## config.mk

```make
export PLATFORM = sky130hd
export DESIGN_NAME = bcd_countdown_editor_flat
export DESIGN_NICKNAME = d
export VERILOG_FILES = /design/src/rtl/bcd_countdown_editor_pkg.sv /design/src/rtl/bcd_countdown_editor_if.sv /design/src/rtl/bcd_countdown_editor_field.sv /design/src/rtl/bcd_countdown_editor.sv /design/src/flat_wrapper.sv
export SDC_FILE = /design/constraint.sdc
export NUM_CORES = 1
export LEC_CHECK = 0
export BUFFER_PORTS_ARGS = -buffer_cell sky130_fd_sc_hd__buf_2
export CAP_MARGIN = 30
export CORE_UTILIZATION = 59
export CTS_CLUSTER_SIZE = 25
export DETAILED_ROUTE_END_ITERATION = 7
export PLACE_DENSITY = 0.81
export SKIP_CTS_REPAIR_TIMING = 1
export SLEW_MARGIN = 30
export SYNTH_ARGS = -nofsm -noshare
export SYNTH_HDL_FRONTEND = slang
export SYNTH_SLANG_ARGS = --single-unit
```

## constraint.sdc

```tcl
create_clock -name clk -period 3.2 [get_ports clk]
set_clock_uncertainty 0.05 [all_clocks]
set_input_delay 0.64 -clock clk [delete_from_list [all_inputs] [get_ports clk]]
set_output_delay 0.64 -clock clk [all_outputs]
set_load 0.005 [all_outputs]
```

## src/rtl/bcd_countdown_editor_pkg.sv

```systemverilog
`default_nettype none
// ============================================================================
//  Package : bcd_time_pkg
//  Shared constants and BCD helpers for the countdown editor.
//  Revision: 1.0 - initial release
// ============================================================================
package bcd_time_pkg;

  // Maximum value of every field except the top one (seconds, minutes).
  localparam int SUB_MAX = 59;

  // Two run modes of the editor.
  typedef enum logic [0:0] {
    ST_IDLE = 1'b0,
    ST_RUN  = 1'b1
  } mode_t;

  // Maximum value of field k; the top field has its own limit.
  function automatic int field_max(input int k, input int nfields, input int top_max);
    return (k == nfields - 1) ? top_max : SUB_MAX;
  endfunction

  // Increment a BCD digit, wrapping past lim back to 0.
  function automatic logic [3:0] bcd_inc(input logic [3:0] d, input logic [3:0] lim);
    return (d >= lim) ? 4'd0 : d + 4'd1;
  endfunction

  // Decrement a BCD digit, wrapping below 0 up to lim.
  function automatic logic [3:0] bcd_dec(input logic [3:0] d, input logic [3:0] lim);
    return (d == 4'd0) ? lim : d - 4'd1;
  endfunction

endpackage
`default_nettype wire

```

## src/rtl/bcd_countdown_editor_if.sv

```systemverilog
`default_nettype none
// ============================================================================
//  Interface : bcd_countdown_editor_if
//  User buttons, tick and display outputs of the countdown editor.
//  Revision  : 1.0 - initial release
// ============================================================================
interface bcd_countdown_editor_if #(
  parameter int NFIELDS = 3,
  parameter int CW      = $clog2(2*NFIELDS)
);
  logic                 i_en;
  logic                 i_bt_up;
  logic                 i_bt_down;
  logic                 i_bt_left;
  logic                 i_bt_right;
  logic                 i_start;
  logic                 i_tick;
  logic [8*NFIELDS-1:0] o_value;
  logic [CW-1:0]        o_cursor;
  logic                 o_running;
  logic                 o_expired;

  modport master (
    output i_en, i_bt_up, i_bt_down, i_bt_left, i_bt_right, i_start, i_tick,
    input  o_value, o_cursor, o_running, o_expired
  );

  modport slave (
    input  i_en, i_bt_up, i_bt_down, i_bt_left, i_bt_right, i_start, i_tick,
    output o_value, o_cursor, o_running, o_expired
  );
endinterface
`default_nettype wire

```

## src/rtl/bcd_countdown_editor_field.sv

```systemverilog
`default_nettype none
// ============================================================================
//  Module  : bcd_field
//  One two-digit BCD field: range-correct digit editing and countdown with
//  borrow chaining to the next more significant field.
//  Revision: 1.0 - initial release
// ============================================================================
module bcd_field
  import bcd_time_pkg::*;
#(
  parameter int MAX = 59
) (
  input  wire logic       clk,
  input  wire logic       reset,
  input  wire logic       i_edit,    // this field is the edit target
  input  wire logic       i_units,   // 1: units digit, 0: tens digit
  input  wire logic       i_inc,
  input  wire logic       i_dec,
  input  wire logic       i_clamp,   // pull units down when a tens edit overshoots
  input  wire logic       i_bin,     // decrement request / borrow in
  output logic            o_borrow,  // this field underflows on i_bin
  output logic [7:0]      o_val
);
  localparam logic [3:0] MAX_T = 4'(MAX / 10);
  localparam logic [3:0] MAX_U = 4'(MAX % 10);

  logic [3:0] r_tens, r_units;
  logic [3:0] w_tens_ed, w_units_ed, w_tens_dn, w_units_dn, w_ulim;
  logic       w_do_edit;

  assign w_do_edit = i_edit && (i_inc ^ i_dec);
  assign o_borrow  = i_bin && (r_tens == 4'd0) && (r_units == 4'd0);
  assign o_val     = {r_tens, r_units};

  // Edited digit values, with the units limit tightening when tens is at max.
  always_comb begin
    w_tens_ed  = r_tens;
    w_units_ed = r_units;
    w_ulim     = (r_tens == MAX_T) ? MAX_U : 4'd9;
    if (!i_units) begin
      w_tens_ed = i_inc ? bcd_inc(r_tens, MAX_T) : bcd_dec(r_tens, MAX_T);
      if (i_clamp && (w_tens_ed == MAX_T) && (r_units > MAX_U))
        w_units_ed = MAX_U;
    end else begin
      w_units_ed = i_inc ? bcd_inc(r_units, w_ulim) : bcd_dec(r_units, w_ulim);
    end
  end

  // One-step countdown; 00 wraps to the field max and borrows upward.
  always_comb begin
    w_tens_dn  = r_tens;
    w_units_dn = r_units - 4'd1;
    if (r_units == 4'd0) begin
      if (r_tens == 4'd0) begin
        w_tens_dn  = MAX_T;
        w_units_dn = MAX_U;
      end else begin
        w_tens_dn  = r_tens - 4'd1;
        w_units_dn = 4'd9;
      end
    end
  end

  // Digit storage: edits and countdown never coincide (IDLE vs RUN).
  always_ff @(posedge clk) begin
    if (reset) begin
      r_tens  <= 4'd0;
      r_units <= 4'd0;
    end else if (w_do_edit) begin
      r_tens  <= w_tens_ed;
      r_units <= w_units_ed;
    end else if (i_bin) begin
      r_tens  <= w_tens_dn;
      r_units <= w_units_dn;
    end
  end
endmodule
`default_nettype wire

```

## src/rtl/bcd_countdown_editor.sv

```systemverilog
`default_nettype none
// ============================================================================
//  Module  : bcd_countdown_editor
//  Cursor/up/down BCD time editor with a 1 Hz countdown run mode and a
//  sticky expiry flag.
//  Revision: 1.0 - initial release
// ============================================================================
module bcd_countdown_editor
  import bcd_time_pkg::*;
#(
  parameter int NFIELDS = 3,
  parameter int TOP_MAX = 23,
  parameter int CW      = $clog2(2*NFIELDS)
) (
  input wire logic               clk,
  input wire logic               reset,
  bcd_countdown_editor_if.slave  bus
);
  localparam logic [CW-1:0]        CUR_MAX  = CW'(2*NFIELDS - 1);
  localparam logic [8*NFIELDS-1:0] ONE_SEC  = {{(8*NFIELDS-1){1'b0}}, 1'b1};

  logic r_up_q, r_down_q, r_left_q, r_right_q, r_start_q;
  logic w_up_e, w_down_e, w_left_e, w_right_e, w_start_e;

  mode_t                r_state, w_state_nxt;
  logic [CW-1:0]        r_cursor, w_fsel;
  logic                 r_expired;
  logic [8*NFIELDS-1:0] w_value;
  logic [NFIELDS:0]     w_bin;
  logic                 w_idle_en, w_digit_edit, w_go, w_pause, w_dec, w_zero, w_end;

  assign w_up_e    = bus.i_bt_up    & ~r_up_q;
  assign w_down_e  = bus.i_bt_down  & ~r_down_q;
  assign w_left_e  = bus.i_bt_left  & ~r_left_q;
  assign w_right_e = bus.i_bt_right & ~r_right_q;
  assign w_start_e = bus.i_start    & ~r_start_q;

  assign w_idle_en    = bus.i_en && (r_state == ST_IDLE);
  assign w_digit_edit = w_idle_en && (w_up_e ^ w_down_e);
  assign w_zero       = (w_value == '0);
  assign w_go         = w_idle_en && w_start_e && !w_zero;
  assign w_pause      = bus.i_en && (r_state == ST_RUN) && w_start_e;
  assign w_dec        = bus.i_en && (r_state == ST_RUN) && bus.i_tick && !w_start_e;
  // A full underflow could only start from all-zero; it also ends the run.
  assign w_end        = (w_value == ONE_SEC) || w_bin[NFIELDS];

  // Cursor 0 is the top field; two cursor positions per field.
  assign w_fsel = CW'(NFIELDS - 1) - (r_cursor >> 1);

  // Edge-detect copies follow the inputs every cycle, even when disabled.
  always_ff @(posedge clk) begin
    if (reset) begin
      r_up_q    <= 1'b0;
      r_down_q  <= 1'b0;
      r_left_q  <= 1'b0;
      r_right_q <= 1'b0;
      r_start_q <= 1'b0;
    end else begin
      r_up_q    <= bus.i_bt_up;
      r_down_q  <= bus.i_bt_down;
      r_left_q  <= bus.i_bt_left;
      r_right_q <= bus.i_bt_right;
      r_start_q <= bus.i_start;
    end
  end

  // Mode register.
  always_ff @(posedge clk) begin
    if (reset) r_state <= ST_IDLE;
    else       r_state <= w_state_nxt;
  end

  // Mode transitions: start toggles, reaching zero ends the run, disable idles.
  always_comb begin
    w_state_nxt = r_state;
    case (r_state)
      ST_IDLE: if (w_go) w_state_nxt = ST_RUN;
      ST_RUN:  if (w_pause || (w_dec && w_end)) w_state_nxt = ST_IDLE;
      default: w_state_nxt = ST_IDLE;
    endcase
    if (!bus.i_en) w_state_nxt = ST_IDLE;
  end

  // Cursor moves only while editing; simultaneous left/right cancels.
  always_ff @(posedge clk) begin
    if (reset || !bus.i_en) begin
      r_cursor <= '0;
    end else if (r_state == ST_IDLE) begin
      if (w_right_e && !w_left_e)
        r_cursor <= (r_cursor == CUR_MAX) ? '0 : r_cursor + CW'(1);
      else if (w_left_e && !w_right_e)
        r_cursor <= (r_cursor == '0) ? CUR_MAX : r_cursor - CW'(1);
    end
  end

  // Sticky expiry: set on the final decrement, cleared by a new run or an edit.
  always_ff @(posedge clk) begin
    if (reset)                      r_expired <= 1'b0;
    else if (w_dec && w_end)        r_expired <= 1'b1;
    else if (w_go || w_digit_edit)  r_expired <= 1'b0;
  end

  assign w_bin[0] = w_dec;

  for (genvar k = 0; k < NFIELDS; k++) begin : g_field
    bcd_field #(
      .MAX (field_max(k, NFIELDS, TOP_MAX))
    ) u_field (
      .clk      (clk),
      .reset    (reset),
      .i_edit   (w_digit_edit && (w_fsel == CW'(k))),
      .i_units  (r_cursor[0]),
      .i_inc    (w_up_e),
      .i_dec    (w_down_e),
      .i_clamp  (1'b1),
      .i_bin    (w_bin[k]),
      .o_borrow (w_bin[k+1]),
      .o_val    (w_value[8*k +: 8])
    );
  end

  assign bus.o_value   = w_value;
  assign bus.o_cursor  = r_cursor;
  assign bus.o_running = (r_state == ST_RUN);
  assign bus.o_expired = r_expired;
endmodule
`default_nettype wire

```

## src/flat_wrapper.sv

```systemverilog
// flat-port wrapper written by rule: the top's interface ports become plain ports
module bcd_countdown_editor_flat import bcd_time_pkg::*;
#(
  parameter int NFIELDS = 3,
  parameter int TOP_MAX = 23,
  parameter int CW      = $clog2(2*NFIELDS)
)
  (clk, reset, bus_i_en, bus_i_bt_up, bus_i_bt_down, bus_i_bt_left, bus_i_bt_right, bus_i_start, bus_i_tick, bus_o_value, bus_o_cursor, bus_o_running, bus_o_expired);
  bcd_countdown_editor_if #(.NFIELDS(NFIELDS), .CW(CW)) bus_i ();
  input wire logic clk;
  input wire logic reset;
  input wire logic [$bits(bus_i.i_en)-1:0] bus_i_en;
  input wire logic [$bits(bus_i.i_bt_up)-1:0] bus_i_bt_up;
  input wire logic [$bits(bus_i.i_bt_down)-1:0] bus_i_bt_down;
  input wire logic [$bits(bus_i.i_bt_left)-1:0] bus_i_bt_left;
  input wire logic [$bits(bus_i.i_bt_right)-1:0] bus_i_bt_right;
  input wire logic [$bits(bus_i.i_start)-1:0] bus_i_start;
  input wire logic [$bits(bus_i.i_tick)-1:0] bus_i_tick;
  output wire logic [$bits(bus_i.o_value)-1:0] bus_o_value;
  output wire logic [$bits(bus_i.o_cursor)-1:0] bus_o_cursor;
  output wire logic [$bits(bus_i.o_running)-1:0] bus_o_running;
  output wire logic [$bits(bus_i.o_expired)-1:0] bus_o_expired;
  assign bus_i.i_en = bus_i_en;
  assign bus_i.i_bt_up = bus_i_bt_up;
  assign bus_i.i_bt_down = bus_i_bt_down;
  assign bus_i.i_bt_left = bus_i_bt_left;
  assign bus_i.i_bt_right = bus_i_bt_right;
  assign bus_i.i_start = bus_i_start;
  assign bus_i.i_tick = bus_i_tick;
  assign bus_o_value = bus_i.o_value;
  assign bus_o_cursor = bus_i.o_cursor;
  assign bus_o_running = bus_i.o_running;
  assign bus_o_expired = bus_i.o_expired;
  bcd_countdown_editor #(.NFIELDS(NFIELDS), .TOP_MAX(TOP_MAX), .CW(CW)) u_core (.clk(clk), .reset(reset), .bus(bus_i));
endmodule
```

==> results of run 1 <==
cell families (layout without fill, tap and decap cells):
logic type                 Yosys count  in the layout  synth area share
adders and majority gates           23             23            0.0975
and+or+nand+nor                    155            155             0.291
muxes                                6              6            0.0208
xor gates and xnor gates             5              5            0.0148
buffers and inverters               45             72            0.0597
DFF                                 34             34             0.231
AOI/OAI and AO/OA                  124            124             0.286
layout make-up:
| type | count | area share |
|---|---|---|
| tap | 67 | 0.0258 |
| clock buffer | 7 | 0.0265 |
| multi-input combinational | 313 | 0.644 |
| sequential | 34 | 0.209 |
| timing repair buffer | 41 | 0.0662 |
| clock inverter | 1 | 0.00154 |
| inverter | 23 | 0.0265 |
final timing paths:
check,cells past startpoint,startpoint,end
hold reg to reg,2,u_core.bus.o_expired,u_core.bus.o_expired
setup / recovery,8,u_core.g_field[1].u_field.r_tens[0],u_core.g_field[1].u_field.r_units[3]
hold / removal,2,u_core.bus.o_expired,u_core.bus.o_expired
setup reg to reg,8,u_core.g_field[1].u_field.r_tens[0],u_core.g_field[1].u_field.r_units[3]
routing by layer:
layer	share of wire	routed length, um	GRT usage	vias up
met4	0.0064	45	0.0501	0
met1	0.47	3290	0.389	1409
met3	0.070	493	0.0552	5
li1	-	-	-	1524
met2	0.46	3220	0.445	126
met5	0	0	0	-
per-stage QoR:
stage / cells / power, mW / utilization / setup WS, ns / area (sq um)
after floorplan: 392 / 0.710 / - / 0.911 / 2950
after global placement: 478 / 0.778 / 0.665 / 0.520 / 3160
after detailed placement: 478 / 0.784 / 0.665 / 0.478 / 3160
after CTS: 486 / 1.11 / 0.684 / 0.569 / 3250
after global routing: 486 / 1.18 / 0.684 / 0.335 / 3250
final: 486 / 1.12 / 0.684 / 0.553 / 3250
flip-flops by register name, indices dropped and copies added (netlist names):
signal                          flops
u_core.r_start_q                    1
u_core.r_right_q                    1
u_core.g_field.u_field.r_tens      12
u_core.r_left_q                     1
u_core.bus.o_expired                1
u_core.g_field.u_field.r_units     12
u_core.bus.o_cursor                 3
u_core.r_up_q                       1
u_core.bus.o_running                1
u_core.r_down_q                     1
power by group through the flow:
stage          clock [mW]  sequential (mW)  combinational (mW)
6_report            0.334            0.475               0.306
5_1_grt             0.359            0.479               0.338
4_1_cts             0.337            0.474               0.302
3_5_place_dp            0            0.484               0.300
3_3_place_gp            0            0.484               0.295
2_1_floorplan           0            0.472               0.238
worst min-delay path, cell delays in order (launching register included):
cell and delay, ns:
dfxtp_1 0.33, o211ai_1 0.08, a21oi_1 0.06
synth_stat cells, types with 5 or more instances:
library cell   n
dfxtp_1       34
nor2_1        33
a21oi_1       28
ha_1          23
inv_1         23
o21ai_0       20
nand2_1       19
clkbuf_1      17
nand3_1       17
nand2b_1      16
a211oi_1      14
nor2b_1       12
nor3_1        12
a31oi_1        9
a211o_1        8
o31ai_1        7
nand4_1        6
nor3b_1        6
or3b_2         6
mux2i_1        5
nor4_1         5
==> results.json, run 1 <==
{
  "cts-root-buf": "clkbuf_8",
  "htree_num_levels": 2,
  "chipHeight_um": 72.7,
  "ys_top_cells_by_area": "dfxtp_1 (23%), ha_1 (9.7%), a21oi_1 (4.7%)",
  "async_reset_ff_frac": 0,
  "ys.flop_type": "dfxtp_1",
  "antenna_cells_inserted": 0,
  "cp_slowest_cell": "or4_1",
  "slew_viol_final": 0,
  "synth_top_area_frac": 0.231,
  "setup_viol": 0,
  "cp-end-kind": "flop",
  "grt_start_max_net_pins": 38,
  "fin_nets": 450,
  "worstPathRequired_ns": 3.37,
  "ios": 38,
  "ir_worst_vdd_uv": 290,
  "regArea_sq_um": 681,
  "clk_latency_ns": 0.29,
  "net-switching-power_mw": 0.374,
  "intPower_mw": 0.742,
  "globalRoute.totalOverflow": 0,
  "drt-initial-drc-count": 317,
  "path_cells": "inv_1, ha_1, nor3b_2, o311ai_1, a221oi_2, a31oi_1, or4_1, a21oi_1",
  "crit_type": "flop to flop",
  "fin_tns_setup_ns": 0,
  "status": "finished clean",
  "syn_avg_cell_area_sq_um": 7.53,
  "synth_top_area_cell": "dfxtp_1",
  "cp-start-kind": "flop",
  "critPathBufInv": 1,
  "cap_violations": 0,
  "syn-num-nets": 424,
  "ys_seq_area_frac": 0.231,
  "drive_gt1_frac": 0.141,
  "yosys_warnings": 0,
  "path_max_fanout": 9,
  "portBuffers": 37,
  "timing.fmax_mhz": 378,
  "fillers": 431,
  "ys_seq_elements": 34,
  "hold_ws_ns": 0.464,
  "power_leakage_nw": 1.34,
  "netlist_area_sq_um": 2950,
  "grt_pass1_vias": 2614,
  "clkSinkCount": 34,
  "p_sw_frac": 0.335,
  "hpwl_um": 5200,
  "multi_input_area_sq_um": 2100,
  "core_area_sq_um": 4750,
  "grt_first_pass_wirelength_um": 11900,
  "wirelength_um": 7040,
  "r2r_slack_ns": 0.55,
  "final_cell_mix": "buf_2 (37), dfxtp_1 (34), nor2_1 (33)",
  "hold_class": "flop to flop",
  "cts_made_buffers": 5,
  "slew_headroom": 0.542,
  "pwr-share-clk": 0.300,
  "worst_pin_slew_ns": 0.687,
  "hold_violations": 0,
  "detail_route.vias_per_cell": 6.30,
  "layout_commonest_cell": "buf_2",
  "gr-usage-all-layers": 0.277,
  "seq_power_share": 0.426,
  "arrival_ns": 2.82,
  "synth_edf_count": 0,
  "die_area_sq_um": 5290,
  "drtAntennaViolNets": 0,
  "syn_to_final_growth_pct": 10.2,
  "fp.dieW_um": 72.7,
  "drtPass1Iterations": 5,
  "initial_utilization": 0.621,
  "clk_pin_slew_ns": 0.07,
  "critPathTopFamily": "simple AND/OR/NAND/NOR gates",
  "rows": 25,
  "netlist_instances": 392,
  "num_vias": 3064,
  "gp_congestion": 0.912,
  "ys_types": 60,
  "timing.final.crit_period_ns": 2.65,
  "grt_setup_unrepaired": "false",
  "cpPeakStageDelay_ns": 0.55,
  "wl_per_cell_um": 14.5,
  "post-route-period-util": 0.827,
  "cts_tree": "done",
  "cts_buffer_depth": 2,
  "powerDensity_nw_per_um2": 343,
  "drc": 0,
  "antenna_found_initial": 0,
  "p_comb_frac": 0.274
}
Note: power is estimated with default switching activity, not from simulation.
==> run 2, diff against run 1 <==
CORE_UTILIZATION = 53   (was 59)
PLACE_DENSITY = 0.77   (was 0.81)
clock period = 2.4 ns   (was 3.2 ns; I/O delays follow)
==> run 2 against run 1 <==
Flip-flop and latch count stayed put. Cell count is 7.2% higher. Maximum frequency is 12% higher. Utilization is 0.40 points higher. Critical endpoint is now u_core.g_field[1].u_field.r_units[2]. Global-route usage is 0.14 points lower. Critical path type unchanged. Via count is 7.0% higher. Combinational power is 58% higher. Clock power is 33% higher. Non-clock buffer count is 32 higher. Critical path depth stayed put. Largest power group unchanged. Setup slack worse by 0.51 ns.
==> results.json, run 2 (same netlist as run 1, synthesis figures left out) <==
{
  "fp.dieW_um": 76.6,
  "grt_start_max_net_pins": 38,
  "cts_tree": "done",
  "final_util": 0.688,
  "placed_area_sq_um": 3410,
  "cp_slowest_cell": "dfxtp_2",
  "setup_viol": 0,
  "initial_utilization": 0.564,
  "drtAntennaViolNets": 0,
  "hold_ws_ns": 0.372,
  "antenna_found_initial": 0,
  "portBuffers": 37,
  "cts_made_buffers": 5,
  "crit_type": "flop to flop",
  "powerDensity_nw_per_um2": 429,
  "cts-root-buf": "clkbuf_8",
  "cap_violations": 0,
  "drc": 0,
  "cpPeakStageDelay_ns": 0.37,
  "seq_power_share": 0.400,
  "hold_class": "input port to flop",
  "power_leakage_nw": 1.52,
  "instances_no_fill": 521,
  "dr_wl_met3_um": 462,
  "slew_headroom": 0.500,
  "globalRoute.totalOverflow": 0,
  "clkSinkCount": 34,
  "arrival_ns": 2.52,
  "p_sw_frac": 0.336,
  "cts_buffer_depth": 2,
  "rows": 26,
  "grt_pass1_vias": 2978,
  "net-switching-power_mw": 0.519,
  "chipHeight_um": 76.6,
  "fillers": 441,
  "reg2reg_depth": 8,
  "drive_gt1_frac": 0.248,
  "num_vias": 3278,
  "hpwl_um": 5830,
  "path_max_fanout": 7,
  "wl_met2_um": 3710,
  "timing.fmax_mhz": 423,
  "path_cells": "ha_1, and3b_1, a211o_1, a221oi_2, a31oi_2, buf_4, or3_1, a31oi_1",
  "top_layer": "met4",
  "gp_congestion": 0.917,
  "dp_cells": 513,
  "layout_commonest_cell": "buf_2",
  "worst_pin_slew_ns": 0.750,
  "setup_ws_ns": 0.0385,
  "critPathTopFamily": "compound AO/OA/AOI/OAI gates",
  "fin_tns_setup_ns": 0,
  "wirelength_um": 8030,
  "status": "finished clean",
  "hold_depth": 2,
  "cp-end-kind": "flop",
  "slew_viol_final": 0,
  "p_comb_frac": 0.313,
  "cp-start-kind": "flop",
  "cp_num_cells": 8,
  "clk_latency_ns": 0.29,
  "wl_per_cell_um": 15.4,
  "gr-usage-all-layers": 0.276,
  "antenna_cells_inserted": 0,
  "syn_to_final_growth_pct": 22.1,
  "final_area_sq_um": 3600,
  "pwr-share-clk": 0.287,
  "drt-initial-drc-count": 244,
  "design_power_total_mw": 1.55,
  "critPathBufInv": 1,
  "wl_met1_um": 3680,
  "hold_violations": 0,
  "timing.final.crit_period_ns": 2.36,
  "clk_pin_slew_ns": 0.07,
  "final_cell_mix": "buf_2 (37), buf_4 (36), nor2_1 (33)",
  "ir_worst_vdd_uv": 326,
  "die_area_sq_um": 5870,
  "place_ws_ns": 0.0209,
  "intPower_mw": 1.03,
  "detail_route.vias_per_cell": 6.29,
  "ios": 38,
  "htree_num_levels": 2,
  "drtPass1Iterations": 5,
  "post-route-period-util": 0.984,
  "core_area_sq_um": 5240,
  "grt_first_pass_wirelength_um": 13500,
  "fin_nets": 482,
  "worstPathRequired_ns": 2.56
}
-- run 2: cell count changes in the layout (fill, tap and decap cells not counted), sizes merged --
cell	previous run	this run
buf	41	73
-- run 2: worst paths after layout --
| path | startpoint | endpoint | slack, ns |
|---|---|---|---|
| worst max register to register | u_core.g_field[1].u_field.r_tens[0] | u_core.g_field[1].u_field.r_units[2] | 0.04 |
| worst min-delay path | bus_i_bt_right | u_core.r_right_q | 0.37 |
| worst max-delay path | u_core.g_field[1].u_field.r_tens[0] | u_core.g_field[1].u_field.r_units[2] | 0.04 |
| worst min register to register | u_core.g_field[0].u_field.r_units[0] | u_core.g_field[0].u_field.r_units[0] | 0.46 |
-- run 2: area by class of cell --
class / count / area [sq um] / share of cell area
clock inverter: 1 / 5.00 / 0.00139
sequential: 34 / 686 / 0.190
tap: 70 / 87.6 / 0.0243
clock buffer: 7 / 86.3 / 0.0239
multi-input combinational: 313 / 2200 / 0.610
timing repair buffer: 73 / 455 / 0.126
inverter: 23 / 86.3 / 0.0239
-- run 2: layer usage --
layer,up-vias,global-route usage
met2,133,0.448
met4,0,0.110
met1,1541,0.364
met3,21,0.0431
met5,-,0
li1,1583,-
-- run 2: power groups by stage --
stage | clock network (mW) | logic (mW) | registers, mW
2_1_floorplan | 0 | 0.317 | 0.629
3_3_place_gp | 0 | 0.443 | 0.628
3_5_place_dp | 0 | 0.455 | 0.630
4_1_cts | 0.453 | 0.458 | 0.617
5_1_grt | 0.482 | 0.534 | 0.623
6_report | 0.444 | 0.484 | 0.618
==> run 3, diff against run 2 <==
ABC_AREA = 1   (was unset)
==> run 3 against run 2 <==
Global-route usage is 1.9 points lower. Clock power is 1% higher. Wire length is 7.1% lower. Setup slack better by 0.19 ns. Hold slack worse by 0.026 ns. Maximum frequency is 9.0% higher. Register-to-register slack better by 0.19 ns. Highest routed layer unchanged. Combinational power is 14% higher. Clock-buffer cell count stayed put. Flip-flop and latch count stayed put. Cell count is 16% higher. Critical path type unchanged. Utilization is 7.7 points lower.
==> results.json, run 3 <==
{
  "final_util": 0.611,
  "layout_commonest_cell": "nand2_1",
  "clk_pin_slew_ns": 0.07,
  "instances_no_fill": 606,
  "drc": 0,
  "ys_seq_elements": 34,
  "hold_depth": 3,
  "netlist_area_sq_um": 3020,
  "grt_first_pass_wirelength_um": 12600,
  "cts_buffer_depth": 2,
  "ys_seq_area_frac": 0.226,
  "chipHeight_um": 77.5,
  "fp.dieW_um": 77.5,
  "hpwl_um": 5670,
  "intPower_mw": 1.03,
  "synth_edf_count": 0,
  "drt-initial-drc-count": 130,
  "hold_class": "input port to flop",
  "syn_to_final_growth_pct": 11.5,
  "clk_latency_ns": 0.29,
  "worst_pin_slew_ns": 0.683,
  "initial_utilization": 0.548,
  "timing.fmax_mhz": 462,
  "post-route-period-util": 0.903,
  "drtAntennaViolNets": 0,
  "grt_setup_unrepaired": "false",
  "cts_made_buffers": 5,
  "globalRoute.totalOverflow": 0,
  "setup_viol": 0,
  "antenna_cells_inserted": 0,
  "hold_ws_ns": 0.347,
  "status": "finished clean",
  "syn_avg_cell_area_sq_um": 6.11,
  "p_comb_frac": 0.334,
  "slew_viol_final": 0,
  "dp_cells": 598,
  "reg2reg_depth": 13,
  "final_cell_mix": "nand2_1 (113), nor2_1 (60), nand3_1 (57)",
  "pwr-share-clk": 0.273,
  "cp-start-kind": "flop",
  "portBuffers": 37,
  "crit_type": "flop to flop",
  "ys_top_cells_by_area": "dfxtp_1 (23%), nand2_1 (14%), ha_1 (9.5%)",
  "cts_tree": "done",
  "regToRegStartpoint": "u_core.g_field[2].u_field.r_tens[0]",
  "rows": 27,
  "net-switching-power_mw": 0.620,
  "hold_violations": 0,
  "grt_pass1_vias": 2889,
  "netlist_instances": 494,
  "synth.top_cells.by_count": "nand2_1 (113), nor2_1 (60), nand3_1 (57)",
  "syn-num-nets": 526,
  "clkSinkCount": 34,
  "powerDensity_nw_per_um2": 490,
  "timing.final.crit_period_ns": 2.17,
  "gp_congestion": 0.954,
  "synth_top_area_cell": "dfxtp_1",
  "p_sw_frac": 0.376,
  "worstPathRequired_ns": 2.58,
  "path_max_fanout": 7,
  "drive_gt1_frac": 0.176,
  "die_area_sq_um": 6000,
  "yosys_warnings": 0,
  "ys.flop_type": "dfxtp_1",
  "gr-usage-all-layers": 0.257,
  "drtPass1Iterations": 5,
  "cap_violations": 0,
  "wirelength_um": 7460,
  "synth_top_area_frac": 0.226,
  "hp-start": "bus_i_bt_left",
  "antenna_found_initial": 0,
  "ir_worst_vdd_uv": 394,
  "seq_power_share": 0.393,
  "core_area_sq_um": 5510,
  "design_power_total_mw": 1.65,
  "cts-root-buf": "clkbuf_8",
  "cp-end-kind": "flop",
  "grt_start_max_net_pins": 21,
  "htree_num_levels": 2,
  "power_leakage_nw": 1.70,
  "arrival_ns": 2.34,
  "synth_most_common_cell": "nand2_1",
  "async_reset_ff_frac": 0,
  "crit_start": "u_core.g_field[2].u_field.r_tens[0]",
  "num_vias": 3277,
  "wl_per_cell_um": 12.3,
  "ios": 38,
  "fin_nets": 565,
  "ys_types": 36,
  "detail_route.vias_per_cell": 5.41,
  "fin_tns_setup_ns": 0,
  "slew_headroom": 0.544
}
run 3: cell types whose count changed after synthesis, sizes merged, moves of 8 or more:
cell	change
or3b	-8
nor2b	-12
a211o	-8
o21ai	+16
clkbuf	-14
nand3	+42
a211oi	-13
nor3	-8
nand2	+104
nand2b	-16
inv	+43
nor2	+40
run 3: final cells by class:
cell class                      count  area, sq um
Fill cell                         537         2140
Inverter                           67          251
Clock inverter                      1         5.00
Tap cell                           72         90.1
Sequential cell                    34          681
Timing Repair Buffer               40          208
Multi-Input combinational cell    385         2040
Clock buffer                        7         86.3
run 3: layer usage:
metal / track usage / part of all wire / wire [um]
met1: 0.348 / 0.47 / 3510
met2: 0.419 / 0.45 / 3390
met3: 0.0388 / 0.057 / 424
met4: 0.0774 / 0.018 / 134
met5: 0 / 0 / 0
run 3: kinds of logic (layout without fill, tap and decap cells):
logic type                 after synthesis  after routing  share of synthesized area
adders and majority gates               23             23                     0.0954
AOI/OAI and AO/OA                       85             85                      0.158
and+or+nand+nor                        270            270                      0.404
DFF                                     34             34                      0.226
buffers and inverters                   75            115                     0.0970
xor gates and xnor gates                 7              7                     0.0203
run 3: worst paths after layout:
| kind | to | slack (ns) |
|---|---|---|
| min | u_core.r_left_q | 0.35 |
| max reg2reg | u_core.g_field[2].u_field.r_units[2] | 0.23 |
| min reg2reg | u_core.bus.o_expired | 0.47 |
| max | u_core.g_field[2].u_field.r_units[2] | 0.23 |
run 3: metrics by stage:
stage | setup WS, ns | cell area [sq um]
floorplan | 0.520 | 3020
global placement | 0.368 | 3270
detailed placement | 0.329 | 3270
CTS | 0.281 | 3370
global route | 0.0534 | 3370
finish | 0.233 | 3370
run 3: critical path, stage by stage (launching register included):
cell     delay [ns]
dfxtp_1        0.37
inv_1          0.13
ha_1           0.24
nand2_1        0.11
inv_1          0.07
ha_1           0.30
a21oi_1        0.18
and2_1         0.18
nand2_1        0.07
nand2_1        0.07
nand3_1        0.09
nand3_1        0.10
nand2_1        0.06
nor2_1         0.09
run 3: power groups by stage:
| stage | clock network, mW | logic, mW | registers, mW |
|---|---|---|---|
| 2_1_floorplan | 0 | 0.412 | 0.651 |
| 3_5_place_dp | 0 | 0.538 | 0.660 |
| 4_1_cts | 0.456 | 0.542 | 0.647 |
| 3_3_place_gp | 0 | 0.526 | 0.660 |
| 5_1_grt | 0.483 | 0.622 | 0.654 |
| 6_report | 0.449 | 0.550 | 0.648 |
